===== src/rtl/seg_scan_ctrl.sv =====
// Scan controller for a 4-digit common-anode seven-segment display sharing one decoder.
// It sequences guard/show slots per digit and commits new values only at frame boundaries.
module seg_scan_ctrl #(
  parameter int DWELL = 50000,
  parameter int GUARD = 16,
  parameter bit LZB   = 1'b1
) (
  input  logic        clk,
  input  logic        rst_n,
  input  logic        enable,
  input  logic [15:0] value_in,
  input  logic [3:0]  dp_in,
  input  logic        load,
  output logic        load_ack,
  output logic        frame_tick,
  output logic [3:0]  dig_code,
  output logic        dig_dp,
  output logic [3:0]  anode_n
);

  localparam int MAXC = (DWELL > GUARD) ? DWELL : GUARD;
  localparam int CW   = (MAXC > 1) ? $clog2(MAXC) : 1;
  localparam logic [CW-1:0] GUARD_LAST = CW'(GUARD - 1);
  localparam logic [CW-1:0] DWELL_LAST = CW'(DWELL - 1);
  localparam logic [3:0]    BLANK      = 4'hd;

  typedef enum logic {S_GUARD, S_SHOW} state_t;

  state_t        state;
  logic [CW-1:0] count;
  logic [1:0]    index;
  logic [15:0]   pend_value, shadow_value;
  logic [3:0]    pend_dp, shadow_dp;
  logic          pend;

  logic [3:0]    blank;
  logic [3:0]    lit_code;
  logic          lit_dp;

  // Digit i blanks when it and every more significant nibble are zero; digit 0 always shows.
  always_comb begin
    blank = 4'b0000;
    if (LZB) begin
      blank[1] = (shadow_value[15:4]  == 12'h000);
      blank[2] = (shadow_value[15:8]  == 8'h00);
      blank[3] = (shadow_value[15:12] == 4'h0);
    end
    lit_code = blank[index] ? BLANK : shadow_value[{index, 2'b00} +: 4];
    lit_dp   = shadow_dp[index];
  end

  // NOTE: state registers use non-blocking assignments so every flop samples pre-edge values.
  always_ff @(posedge clk or negedge rst_n) begin
    if (!rst_n) begin
      state        <= S_GUARD;
      count        <= '0;
      index        <= 2'd0;
      pend_value   <= 16'h0000;
      pend_dp      <= 4'b0000;
      pend         <= 1'b0;
      shadow_value <= 16'h0000;
      shadow_dp    <= 4'b0000;
      anode_n      <= 4'b1111;
      dig_code     <= BLANK;
      dig_dp       <= 1'b0;
      load_ack     <= 1'b0;
      frame_tick   <= 1'b0;
    end else begin
      load_ack   <= 1'b0;
      frame_tick <= 1'b0;

      if (load) begin
        pend_value <= value_in;
        pend_dp    <= dp_in;
        pend       <= 1'b1;
      end

      if (!enable) begin
        state    <= S_GUARD;
        count    <= '0;
        anode_n  <= 4'b1111;
        dig_code <= BLANK;
        dig_dp   <= 1'b0;
      end else if (state == S_GUARD) begin
        if (count == GUARD_LAST) begin
          state    <= S_SHOW;
          count    <= '0;
          anode_n  <= ~(4'b0001 << index);
          dig_code <= lit_code;
          dig_dp   <= lit_dp;
        end else begin
          count <= count + 1'b1;
        end
      end else begin
        if (count == DWELL_LAST) begin
          state    <= S_GUARD;
          count    <= '0;
          index    <= index + 2'd1;
          anode_n  <= 4'b1111;
          dig_code <= BLANK;
          dig_dp   <= 1'b0;
          if (index == 2'd3) begin
            frame_tick <= 1'b1;
            if (pend) begin
              // Old pending commits; a same-cycle load (captured above) stays pending.
              shadow_value <= pend_value;
              shadow_dp    <= pend_dp;
              load_ack     <= 1'b1;
              pend         <= load;
            end
          end
        end else begin
          count <= count + 1'b1;
        end
      end
    end
  end

endmodule


===== config.mk =====
export PLATFORM = sky130hd
export DESIGN_NAME = seg_scan_ctrl
export DESIGN_NICKNAME = d
export VERILOG_FILES = /design/src/rtl/seg_scan_ctrl.sv
export SDC_FILE = /design/constraint.sdc
export NUM_CORES = 1
export LEC_CHECK = 0
export ABC_AREA = 0
export ABC_CLOCK_PERIOD_IN_PS = 4400
export CORE_MARGIN = 2
export CORE_UTILIZATION = 55
export CTS_CLUSTER_DIAMETER = 150
export CTS_CLUSTER_SIZE = 12
export DETAILED_ROUTE_END_ITERATION = 7
export HOLD_SLACK_MARGIN = 0.03
export PLACE_DENSITY = 0.78
export SYNTH_ARGS = -nofsm -noshare
export SYNTH_HDL_FRONTEND = slang
export SYNTH_SLANG_ARGS = --single-unit

===== constraint.sdc =====
create_clock -name clk -period 4.4 [get_ports clk]
set_input_delay 0.88 -clock clk [delete_from_list [all_inputs] [get_ports clk]]
set_output_delay 0.88 -clock clk [all_outputs]
set_load 0.1 [all_outputs]

# --- Word level (Yosys, flattened, before mapping) ---
# Cells that the tools add are included.
# Widths: inputs -> output; s select.
totals:
  output_inout_bits: 11
  regBits: 71
  inputBits: 24
  word_cells: 70
classes:
  order_cmp: 1
  bitwise: 1
  n_mux: 40
  reduce_logical: 6
  shift: 2
  n_eq_ne: 5
  n_addsub: 2
ops:
  columns: ["op", "n"]
  rows:
  - ["$mux 16", 4]
  - ["$mux 4", 9]
  - ["$mux 1", 25]
  - ["$add 16x1->16 const B", 1]
  - ["$eq 16x16->1 const B", 1]
  - ["$eq 16x4->1 const B", 1]
  - ["$shiftx 16x5->4", 1]
  - ["$logic_not 12->1", 1]
  - ["$logic_not 8->1", 1]
  - ["$reduce_and 5->1", 1]
  - ["$bmux 1 s2", 2]
  - ["$logic_not 4->1", 1]
  - ["$not 4->4", 1]
  - ["$shl 1x2->4 const A", 1]
  - ["$lt 2x3->1 const B", 1]
  - ["$ne 3x1->1 const B", 1]
  - ["$ne 3x2->1 const B", 1]
  - ["$reduce_and 3->1", 1]
  - ["$add 2x1->2 const B", 1]
  - ["$eq 2x2->1 const B", 1]
  - ["$reduce_and 2->1", 1]

# --- Depth between registers and ports, before layout ---
logic_depth:
  word_depth: 7
  ltp_mapped: 7
  ltp_nobuf: 6

# --- Worst setup path after synthesis ---
# OpenSTA, ideal clock, no wires.
synth_timing:
  path_type: "reg2reg"
  from: "reg count[0]"
  to: "reg shadow_dp[2]"
  t_required_ns: 4.275
  setup_slack_ns: 2.389
  stages_incl_launch_ff: 8
  path_buffers: 1
  setup_ns: 0.125
  synth_period_minus_slack_ns: 2.011
  arrival_ns: 1.886
  path_cell_list: "dfrtp_1 > ha_1 > and3_1 > nand3_2 > nor3_4 > and3_4 > buf_12 > mux2_4"
synth_via:
  elab_chain_cells: 2
synth_lines:
  columns: ["item", "line_no", "source"]
  rows:
  - ["start: declaration", "30", "logic [CW-1:0] count;"]
  - ["start signal: assignment", "92", "count <= count + 1'b1;"]
  - ["start signal: assignment", "113", "count <= count + 1'b1;"]
  - ["$eq 16x16->1", "95", "if (count == DWELL_LAST) begin"]
  - ["$reduce_and 5->1 (no line)", null, null]
  - ["end signal: assignment", "107", "shadow_dp <= pend_dp;"]
  - ["end: declaration", "33", "logic [3:0] pend_dp, shadow_dp;"]
# No other way between the ends.
# A chain may end at the register's enable or synchronous reset.

# --- Final worst setup path ---
layout_timing:
  from: "reg dig_code[3]"
  to: "out dig_code[3]"
layout_rtl:
  columns: ["item", "line_no", "source"]
  rows:
  - ["start: declaration", "16", "output logic [3:0] dig_code,"]
  - ["start signal: assignment", "89", "dig_code <= lit_code;"]
# No word-level cell between the ends.

==> results.md <==
- Post-cts sizing count: 0
- RSZ-0062 raised after global routing: no
- Std-Cell Rows: 27
- # DRC: 0
- #FFs+latches synth: 71
- Cell taking the most area after synthesis: dfrtp_1
- Logic pwr share: 0.054
- Initial DRT Pass Iterations: 4
- Core Box Area: 0.005540 sq mm
- HPWL after detailed placement: 3616 microns
- Synth unique cells: 33
- ANT cells: 0
- Top post-synthesis cells by area: dfrtp_1 (51%), mux2_4 (9.0%), mux2_2 (7.5%)
- Via density per instance: 5.421
- Die area: 0.006364 sq mm
- Power share of the clock group: 0.392
- Total track usage: 0.1922
- Routed via count: 1854
- Crit Path Max Fanout: 2
- Synth Instances: 227
- Port Buffer Count: 34
- CTS tree: built
- Pint: 0.0009380 W
- Maximum clock insertion buffer count: 2
- Slowest cell on crit path: clkdlybuf4s50_1
- Setup crit start kind: flop
- Hold path depth: 1
- Syn Area/Cell: 13.91 sq um
- WHS Endpoint: pend
- Fmax: 344.8 MHz
- Area after DPL: 0.003526 sq mm
- Starting DRT DRC Count: 93
- CTS HTree Levels: 3
- # Max-Cap Violations: 0
- Worst Skew: 0.009647 ns
- Critical path arrival: 2.02 ns
- Layout cells sized above 1: 0.2889
- Final nets: 294
- Routed WL: 5303 microns
- Vias in the first global route: 1945
- Overflow after GRT: 0
- RR Startpoint: count[0]
- Commonest non-fill, non-tap cell in the layout: dfrtp_1
- Clock slew at reported path FFs: 0.08 ns
- Register-to-Register Path Depth: 6
- # setup viols final: 0
- Die width: 79.78 microns
- Switching pwr: 0.0003012 W
- IO Pins: 35
- Actual slew at the worst max-slew pin: 1.015 ns
- Largest delay contributor family on the critical path: buffers and inverters
- Clk_lat worst skew: 0.35 ns
- Routed wire per std cell: 15.51 microns
- Max incr delay on CP: 1.13 ns
- CP Buf/Inv Count: 1
- Hold Buf Count CTS: 0
- Critical path capture point type: primary output
- Die H: 79.78 microns
- Critical path type: reg2out
- Mapped Nets: 256
- Postcts setup bufs: 0
- Register area share after synthesis: 0.5654
- Seq pwr share: 0.554
- Max-slew violations: 0
- Pwr Density: 333.7 mW/mm^2
- Leakage: 1.634 nW
- Largest net degree at the start of global routing: 47
- Most frequent cells in the layout: dfrtp_1 (64), clkdlybuf4s50_1 (33), mux2_2 (21)
- Mapped cell area: 0.003158 sq mm
- Max rail drop VDD: 0.2263 mV
- Worst path cell trace: clkdlybuf4s50_1
- Reg2Reg Setup Slack: 2.05 ns
- Post-route cell area: 0.003714 sq mm
- Post-synth top area share: 0.5071
- Sum of negative setup slack: 0 ns
- Status: complete, no violations
- YS warnings: 0
- Hold crit path type: reg2reg
- Number of CTS-inserted buffers: 9
- Crit share post-route: 0.6591
- Hold_sp: pend
- Post-layout min period: 2.900 ns
- Initial Util: 0.5700
- GP Congestion: 0.8299
- Antenna-violating nets left: 0
- CTS Root Cell: clkbuf_8
- Critical Path RT: 3.52 ns
- Area Growth Syn to Fin: 17.59%
- Final Hold Viols: 0
- Slew HR: 0.3231
- Layout fillers: 407
- Initial antenna violation count: 0
- CTS Sinks: 71
- Switching fraction of total power: 0.2431
- Global-route wire length before repair: 9128 microns
- Worst reg2reg endpoint: shadow_dp[1]
[metal layers]
metal | up-vias | routed length, microns | part of all wire | track usage
li1 | 880 | - | - | -
met1 | 924 | 2336 | 0.44 | 0.2397
met2 | 39 | 2631 | 0.50 | 0.3067
met3 | 11 | 222 | 0.042 | 0.06561
met4 | 0 | 113 | 0.021 | 0.08136
met5 | - | 0 | 0 | 0
[flip-flops by register name, summed over array words and instances (netlist names), 2 cells and up]
register,cells
pend_dp,4
anode_n,4
count,16
pend_value,16
dig_code,4
index,2
shadow_value,16
shadow_dp,4
[cell usage after synthesis]
master	instances
dfrtp_1	64
mux2_2	21
mux2_4	19
nor2_1	19
nand2_1	13
nand3_1	10
xor2_1	8
dfstp_2	7
inv_1	7
xnor2_1	7
ha_1	5
mux4_2	5
nor4_1	5
a2bb2oi_1	4
clkbuf_1	4
and3_1	3
nor3_1	3
o21ai_0	3
o22a_1	3
buf_12	2
buf_2	2
nor4_4	2
a21o_1	1
and3_4	1
and4_2	1
nand3_2	1
nand4_1	1
nor2b_1	1
nor3_4	1
o211ai_1	1
o21bai_1	1
o31a_2	1
or2_2	1
[power groups by stage]
stage,registers [W],logic [W],clock network (W)
2_1_floorplan,0.000694,0.0000308,0
3_3_place_gp,0.000698,0.0000666,0
6_report,0.000686,0.0000672,0.000486
4_1_cts,0.000686,0.0000693,0.000501
3_5_place_dp,0.000699,0.0000690,0
5_1_grt,0.000689,0.0000753,0.000533
[through the flow]
stage	setup WS (ns)	utilization	cells	power (W)	hold WS [ns]
after floorplan	2.389	-	227	0.0007252	0.4511
after global placement	1.654	0.6364	326	0.0007646	0.4600
after detailed placement	1.622	0.6364	326	0.0007682	0.4680
after CTS	1.483	0.6703	342	0.001257	0.4856
after global routing	1.454	0.6703	342	0.001298	0.5202
final	1.500	0.6703	342	0.001239	0.4805
[how the worst max path moves through the flow]
stage,from,end,slack [ns],cells past startpoint
2_1_floorplan,count[0],shadow_dp[2],2.39,7
3_3_place_gp,enable,shadow_dp[1],1.65,5
3_5_place_dp,enable,shadow_dp[1],1.62,5
4_1_cts,anode_n[2],anode_n[2],1.48,1
5_1_grt,anode_n[2],anode_n[2],1.45,1
6_report,dig_code[3],dig_code[3],1.50,1
[layout make-up]
class                   instances  area, sq um  share of cell area
repair buffers                 35        342.8             0.09232
well taps                      72        90.09             0.02426
clock inverters                 6        50.05             0.01348
clock buffers                  10        137.6             0.03706
multi-input cells             141         1281              0.3450
inverters                       7        26.28            0.007075
flip-flops and latches         71         1785              0.4808
[kinds of logic after synthesis]
family          Yosys count  share of synthesized area
simple gates             62                     0.1090
fa+ha+maj                 5                    0.01981
flops                    71                     0.5654
compound gates           14                    0.03447
xor+xnor                 15                    0.04160
buf+inv                  15                    0.02892
mux                      45                     0.2009
(Power assumes the default switching activity.)
